==> config.mk <==
export PLATFORM = sky130hd
export DESIGN_NAME = servo_positioner
export DESIGN_NICKNAME = d
export VERILOG_FILES = /design/src/rtl/servo_positioner.sv
export SDC_FILE = /design/constraint.sdc
export NUM_CORES = 1
export LEC_CHECK = 0
export BUFFER_PORTS_ARGS = -buffer_cell sky130_fd_sc_hd__clkbuf_2
export CORE_ASPECT_RATIO = 1.5
export CORE_MARGIN = 10
export CORE_UTILIZATION = 29
export CTS_BUF_LIST = sky130_fd_sc_hd__clkbuf_2
export DETAILED_ROUTE_END_ITERATION = 10
export PLACE_DENSITY = 0.54
export RECOVER_POWER = 50
export SYNTH_ARGS = -nofsm -noshare
export SYNTH_HDL_FRONTEND = slang
export SYNTH_SLANG_ARGS = --single-unit
==> constraint.sdc <==
create_clock -name clk -period 10.05 [get_ports clk]
set_clock_uncertainty 0.15 [all_clocks]
set_input_delay 0 -clock clk [delete_from_list [all_inputs] [get_ports clk]]
set_output_delay 0 -clock clk [all_outputs]
set_load 0.01 [all_outputs]
==> src/rtl/servo_positioner.sv <==
// servo_positioner: slews one hobby servo toward commanded angles,
// drives its PWM frame and reports moving / settled status.
module servo_positioner #(
    parameter int FRAME_TICKS   = 20000,
    parameter int PULSE_MIN     = 1000,
    parameter int TICKS_PER_DEG = 5,
    parameter int ANGLE_MAX     = 180,
    parameter int HOME_ANGLE    = 0,
    parameter int SETTLE_FRAMES = 3
) (
    input  logic        clk,
    input  logic        rst_n,
    input  logic        cmd_valid,
    output logic        cmd_ready,
    input  logic [7:0]  cmd_angle,
    input  logic [31:0] speed,
    output logic [7:0]  position,
    output logic        moving,
    output logic        settled,
    output logic        pwm_out
);
    localparam int FW      = (FRAME_TICKS > 2) ? $clog2(FRAME_TICKS) : 1;
    localparam int PW_TOP  = PULSE_MIN + ANGLE_MAX * TICKS_PER_DEG;
    localparam int PW_BITS = $clog2(PW_TOP + 1);
    localparam int PWW     = (PW_BITS > 16) ? PW_BITS : 16;
    localparam int SW      = $clog2(SETTLE_FRAMES + 2);

    localparam logic [7:0]     AMAX   = 8'(ANGLE_MAX);
    localparam logic [7:0]     HOME   = 8'(HOME_ANGLE);
    localparam logic [FW-1:0]  FLAST  = FW'(FRAME_TICKS - 1);
    localparam logic [SW-1:0]  SLAST  = SW'(SETTLE_FRAMES);
    localparam logic [PWW-1:0] HOME_W = PWW'(PULSE_MIN + HOME_ANGLE * TICKS_PER_DEG);

    typedef enum logic [1:0] {
        HOLD,
        SLEW,
        IDLE
    } state_t;

    state_t         state_q, state_d;
    logic [7:0]     position_q, position_d;
    logic [7:0]     target_q, target_d;
    logic [31:0]    step_len_q, step_len_d;
    logic [31:0]    step_cnt_q, step_cnt_d;
    logic [SW-1:0]  settle_q, settle_d;
    logic [FW-1:0]  frame_q, frame_d;
    logic [PWW-1:0] width_q, width_d;
    logic           pwm_q, pwm_d;
    logic           moving_q, moving_d;
    logic           settled_q, settled_d;
    logic           ready_q, ready_d;

    logic           accept;
    logic           frame_wrap;
    logic           step_hit;
    logic [7:0]     clamped;
    logic [7:0]     step_pos;
    logic [PWW-1:0] frame_width;

    assign accept      = cmd_valid && ready_q;
    assign frame_wrap  = (frame_q == FLAST);
    assign step_hit    = (step_cnt_q >= step_len_q - 32'd1);
    assign clamped     = (cmd_angle > AMAX) ? AMAX : cmd_angle;
    assign step_pos    = (target_q > position_q) ? position_q + 8'd1
                                                 : position_q - 8'd1;
    assign frame_width = PWW'(PULSE_MIN)
                       + PWW'(position_q) * PWW'(TICKS_PER_DEG);

    always_comb begin
        state_d    = state_q;
        position_d = position_q;
        target_d   = target_q;
        step_len_d = step_len_q;
        step_cnt_d = step_cnt_q;
        settle_d   = settle_q;
        if (accept) begin
            target_d   = clamped;
            step_len_d = (speed == 32'd0) ? 32'd1 : speed;
            step_cnt_d = '0;
            settle_d   = '0;
            state_d    = (clamped != position_q) ? SLEW : HOLD;
        end else begin
            case (state_q)
                SLEW: begin
                    if (step_hit) begin
                        step_cnt_d = '0;
                        position_d = step_pos;
                        if (step_pos == target_q) begin
                            state_d  = HOLD;
                            settle_d = '0;
                        end
                    end else begin
                        step_cnt_d = step_cnt_q + 32'd1;
                    end
                end
                HOLD: begin
                    if (settle_q >= SLAST) begin
                        state_d = IDLE;
                    end else if (frame_wrap) begin
                        settle_d = settle_q + SW'(1);
                    end
                end
                default: ;
            endcase
        end
    end

    // Width is sampled only at frame start so mid-frame moves cannot runt a pulse.
    always_comb begin
        frame_d   = frame_wrap ? '0 : frame_q + FW'(1);
        width_d   = (frame_q == '0) ? frame_width : width_q;
        pwm_d     = (32'(frame_q) < 32'(width_d));
        moving_d  = (state_d == SLEW);
        settled_d = (state_d == IDLE);
        ready_d   = (state_d != SLEW);
    end

    always_ff @(posedge clk or negedge rst_n) begin
        if (!rst_n) begin
            state_q    <= HOLD;
            position_q <= HOME;
            target_q   <= HOME;
            step_len_q <= 32'd1;
            step_cnt_q <= '0;
            settle_q   <= '0;
            frame_q    <= '0;
            width_q    <= HOME_W;
            pwm_q      <= 1'b0;
            moving_q   <= 1'b0;
            settled_q  <= 1'b0;
            ready_q    <= 1'b1;
        end else begin
            state_q    <= state_d;
            position_q <= position_d;
            target_q   <= target_d;
            step_len_q <= step_len_d;
            step_cnt_q <= step_cnt_d;
            settle_q   <= settle_d;
            frame_q    <= frame_d;
            width_q    <= width_d;
            pwm_q      <= pwm_d;
            moving_q   <= moving_d;
            settled_q  <= settled_d;
            ready_q    <= ready_d;
        end
    end

    assign cmd_ready = ready_q;
    assign position  = position_q;
    assign moving    = moving_q;
    assign settled   = settled_q;
    assign pwm_out   = pwm_q;

endmodule

==> metrics.md <==
| Metric | Value |
|---|---|
| Peak Freq | 0.197 GHz |
| Clock slew seen by the registers of the worst setup and hold paths | 230 ps |
| Gpl congestion | 0.820 |
| Leakage | 4.91 nW |
| Comb power frac | 57.3% |
| Post-DP HPWL | 15800 microns |
| TNS Setup | 0 ps |
| Post-synth net total | 1065 |
| Die H | 228 microns |
| Hold_ws | 255 ps |
| Tmin final | 5080 ps |
| DRT Pass-1 Iters | 4 |
| Post-Syn Area | 8330 sq um |
| Cell variety after synth | 68 |
| Int Pwr | 1.43 mW |
| Max incr delay on CP | 580 ps |
| Die ar. | 36100 sq um |
| Final-report setup violation count | 0 |
| Tot Pwr | 2.55 mW |
| DRC violations left | 0 |
| Mapped Cells | 937 |
| CORE AREA | 28500 sq um |
| Warnings from Yosys | 0 |
| Starting Density | 29.2% |
| Synth async-reset ratio | 100% |
| Clock tree sinks | 120 |
| Synth Flop Type | dfrtp_1 |
| Status | complete, but fails checks |
| WP data required | 10510 ps |
| Post-synth top area share | 33.6% |
| Sequential area share after synthesis | 36.2% |
| Pwr per Cell Area | 235 nW/um^2 |
| Switching portion of total power | 43.8% |
| Gr usage total | 13.8% |
| Slew headroom | -129% |
| Initial drt markers | 349 |
| Max-Cap Viols | 2 |
| Flop pwr share | 30.0% |
| CP endpoint kind | flop |
| Initial antenna violation count | 5 |
| Avg WL per Cell | 15.9 microns |
| GR Overflow Total | 0 |
| Die span in x | 158 microns |
| Failing checks | capacitance limit, slew limit |
| Worst-Skew Late Latency | 740 ps |
| Longest Clk Path Bufs | 2 |
| Final Hold Fails | 0 |
| Routed Antenna Nets | 0 |
| Avg Synthesized Cell Area | 8.89 sq um |
| Startpoint types | flop |
| Worst IR Drop VDD | 0.253 mV |
| Crit path DAT | 5540 ps |
| CP Cell Sequence | or4_4, nor4b_4, nand4_2, or2_1, or3b_4, nor3_2, xnor2_1, ha_1, nand4_1, or4_1, a21oi_1, o31a_1, nor3_4, buf_4, o21ai_1, or3b_1 |
| Fin nets | 1281 |
| Clock root buffer | clkbuf_2 |
| #FFs+latches synth | 120 |
| Final slew viol count | 118 |
| TritonCTS Buffers | 17 |
| Share of post-route cells with drive strength above 1 | 9.86% |
| Via count | 7647 |
| Synth top area cells | dfrtp_1 (34%), ha_1 (12%), nand2_1 (7.1%), xnor2_1 (3.4%), xor2_1 (3.3%) |
| Vias in the first global route | 7835 |
| Worst slew pin tran | 3430 ps |
| Cell taking the most area after synthesis | dfrtp_1 |
| Post-synth EDFFs | 0 |
| Critical-path maximum fanout | 53 |
| P&R area growth vs syn | 30.5% |
| HP Class | input port to flop |
| Slowest CP cell | or4_1 |
| I/O Pins | 55 |
| WL final | 24200 microns |
| Largest net degree at the start of global routing | 61 |
| CTS tree | done |
| H-tree levels | 4 |
| Port bufs | 54 |
| First-pass GRT wire length | 39800 microns |
| RSZ-0062 raised after global routing | false |
| Switching Power | 1.12 mW |
| Clock share of power | 12.7% |
| Final Cycle Share | 50.5% |
| Setup Crit Path Kind | flop to flop |
| Standard-cell rows | 76 |
| Via/cell ratio | 5.02 |
-- cell type report --
type	instances	area [sq um]
antenna	7	17.5
clock buffer	18	90.1
clock inverter	14	150
fill	2874	17600
inverter	59	221
multi-input combinational	731	5010
sequential	120	3010
tap	351	439
timing repair buffer	224	1940
-- registers in the layout (all words and copies together), names as in the netlist --
| signal | cells |
|---|---|
| cmd_ready | 1 |
| frame_q | 15 |
| moving | 1 |
| position | 8 |
| pwm_out | 1 |
| settle_q | 3 |
| settled | 1 |
| state_q | 2 |
| step_cnt_q | 32 |
| step_len_q | 32 |
| target_q | 8 |
| width_q | 16 |
-- cells in the mapped netlist (all sizes together), types with 11 or more instances --
| library cell | number |
|---|---|
| mux2 | 11 |
| nor4 | 23 |
| xor2 | 31 |
| dfrtp | 112 |
| xnor2 | 32 |
| nor2 | 52 |
| nor3 | 27 |
| a21oi | 54 |
| inv | 59 |
| o21ai | 36 |
| nand2 | 158 |
| mux2i | 27 |
| a21o | 17 |
| nand4 | 31 |
| ha | 79 |
| nand3 | 39 |
| clkbuf | 22 |
-- cells in the final DEF, fill, tap and decap left out, types with 5 or more instances in the layout --
cell type / count
dlygate4sd3_1: 162
nand2_1: 158
dfrtp_1: 112
ha_1: 79
clkbuf_2: 69
inv_1: 58
a21oi_1: 54
nor2_1: 50
nand3_1: 39
xnor2_1: 32
xor2_1: 31
nand4_1: 30
mux2i_1: 27
nor3_1: 24
nor4_1: 22
o21ai_0: 22
a21o_1: 17
o21ai_1: 14
nand2b_1: 10
and3_1: 8
mux2_2: 8
nor2b_1: 8
and2_1: 8
dfstp_2: 8
diode_2: 7
fa_1: 6
buf_4: 6
a31oi_1: 5
clkinv_4: 5
clkbuf_1: 5
-- critical path: cells and delay by family (launching register included) --
family                   cells  cell delay (ps)
AO/OA/AOI/OAI                3              550
adder cells (fa/ha/maj)      1              300
flip-flops                   1              470
XOR/XNOR                     1               90
AND/OR/NAND/NOR             10             3080
buffers and inverters        1              310
-- final timing paths --
path / start / cells past startpoint / to / slack, ps
hold reg to reg: width_q[14] / 2 / width_q[14] / 340
min in group asynchronous: rst_n / 3 / width_q[6] / 560
hold / removal: cmd_angle[0] / 7 / cmd_ready / 250
setup reg to reg: step_len_q[4] / 16 / settle_q[0] / 4970
max in group asynchronous: rst_n / 4 / frame_q[9] / 5890
setup / recovery: step_len_q[4] / 16 / settle_q[0] / 4970
-- logic make-up (layout without fill, tap and decap cells) --
kind of cell / count (synthesis) / count (layout) / synth area share (%)
AO/OA/AOI/OAI: 153 / 153 / 11.3
XOR/XNOR: 67 / 67 / 7.70
adder cells (fa/ha/maj): 85 / 85 / 13.3
buffers and inverters: 86 / 315 / 3.89
flip-flops: 120 / 120 / 36.2
multiplexers: 38 / 38 / 4.73
other: 0 / 7 / 0
AND/OR/NAND/NOR: 388 / 388 / 22.9
-- metal layers --
| layer | global-route usage (%) | vias up | part of all wire [%] |
|---|---|---|---|
| met1 | 14.7 | 3696 | 39 |
| met4 | 6.80 | 0 | 3.5 |
| met2 | 25.4 | 145 | 55 |
| li1 | - | 3754 | - |
| met3 | 2.43 | 52 | 2.6 |
| met5 | 0 | - | 0 |
-- repair_timing --
action	CTS	global route
hold buffers	163	0
buffers inserted	0	0
resized for setup	0	0
endpoints found under the hold margin	114	0
-- power by group through the flow --
| stage | Sequential, mW | Combinational, mW | Clock (mW) |
|---|---|---|---|
| floorplan | 0.719 | 0.991 | 0 |
| global placement | 0.771 | 1.26 | 0 |
| detailed placement | 0.774 | 1.28 | 0 |
| CTS | 0.763 | 1.46 | 0.340 |
| global route | 0.781 | 1.66 | 0.360 |
| finish | 0.765 | 1.46 | 0.325 |
-- through the flow --
step / util [%] / area (sq um) / setup WS, ps / cells
2_1_floorplan: - / 8330 / 5480 / 937
3_3_place_gp: 31.6 / 9000 / 5080 / 1322
3_5_place_dp: 31.6 / 9000 / 5010 / 1322
4_1_cts: 38.2 / 10900 / 4980 / 1517
5_1_grt: 38.1 / 10900 / 4670 / 1523
6_report: 38.1 / 10900 / 4970 / 1524
Power figures use the tool's default switching activity.
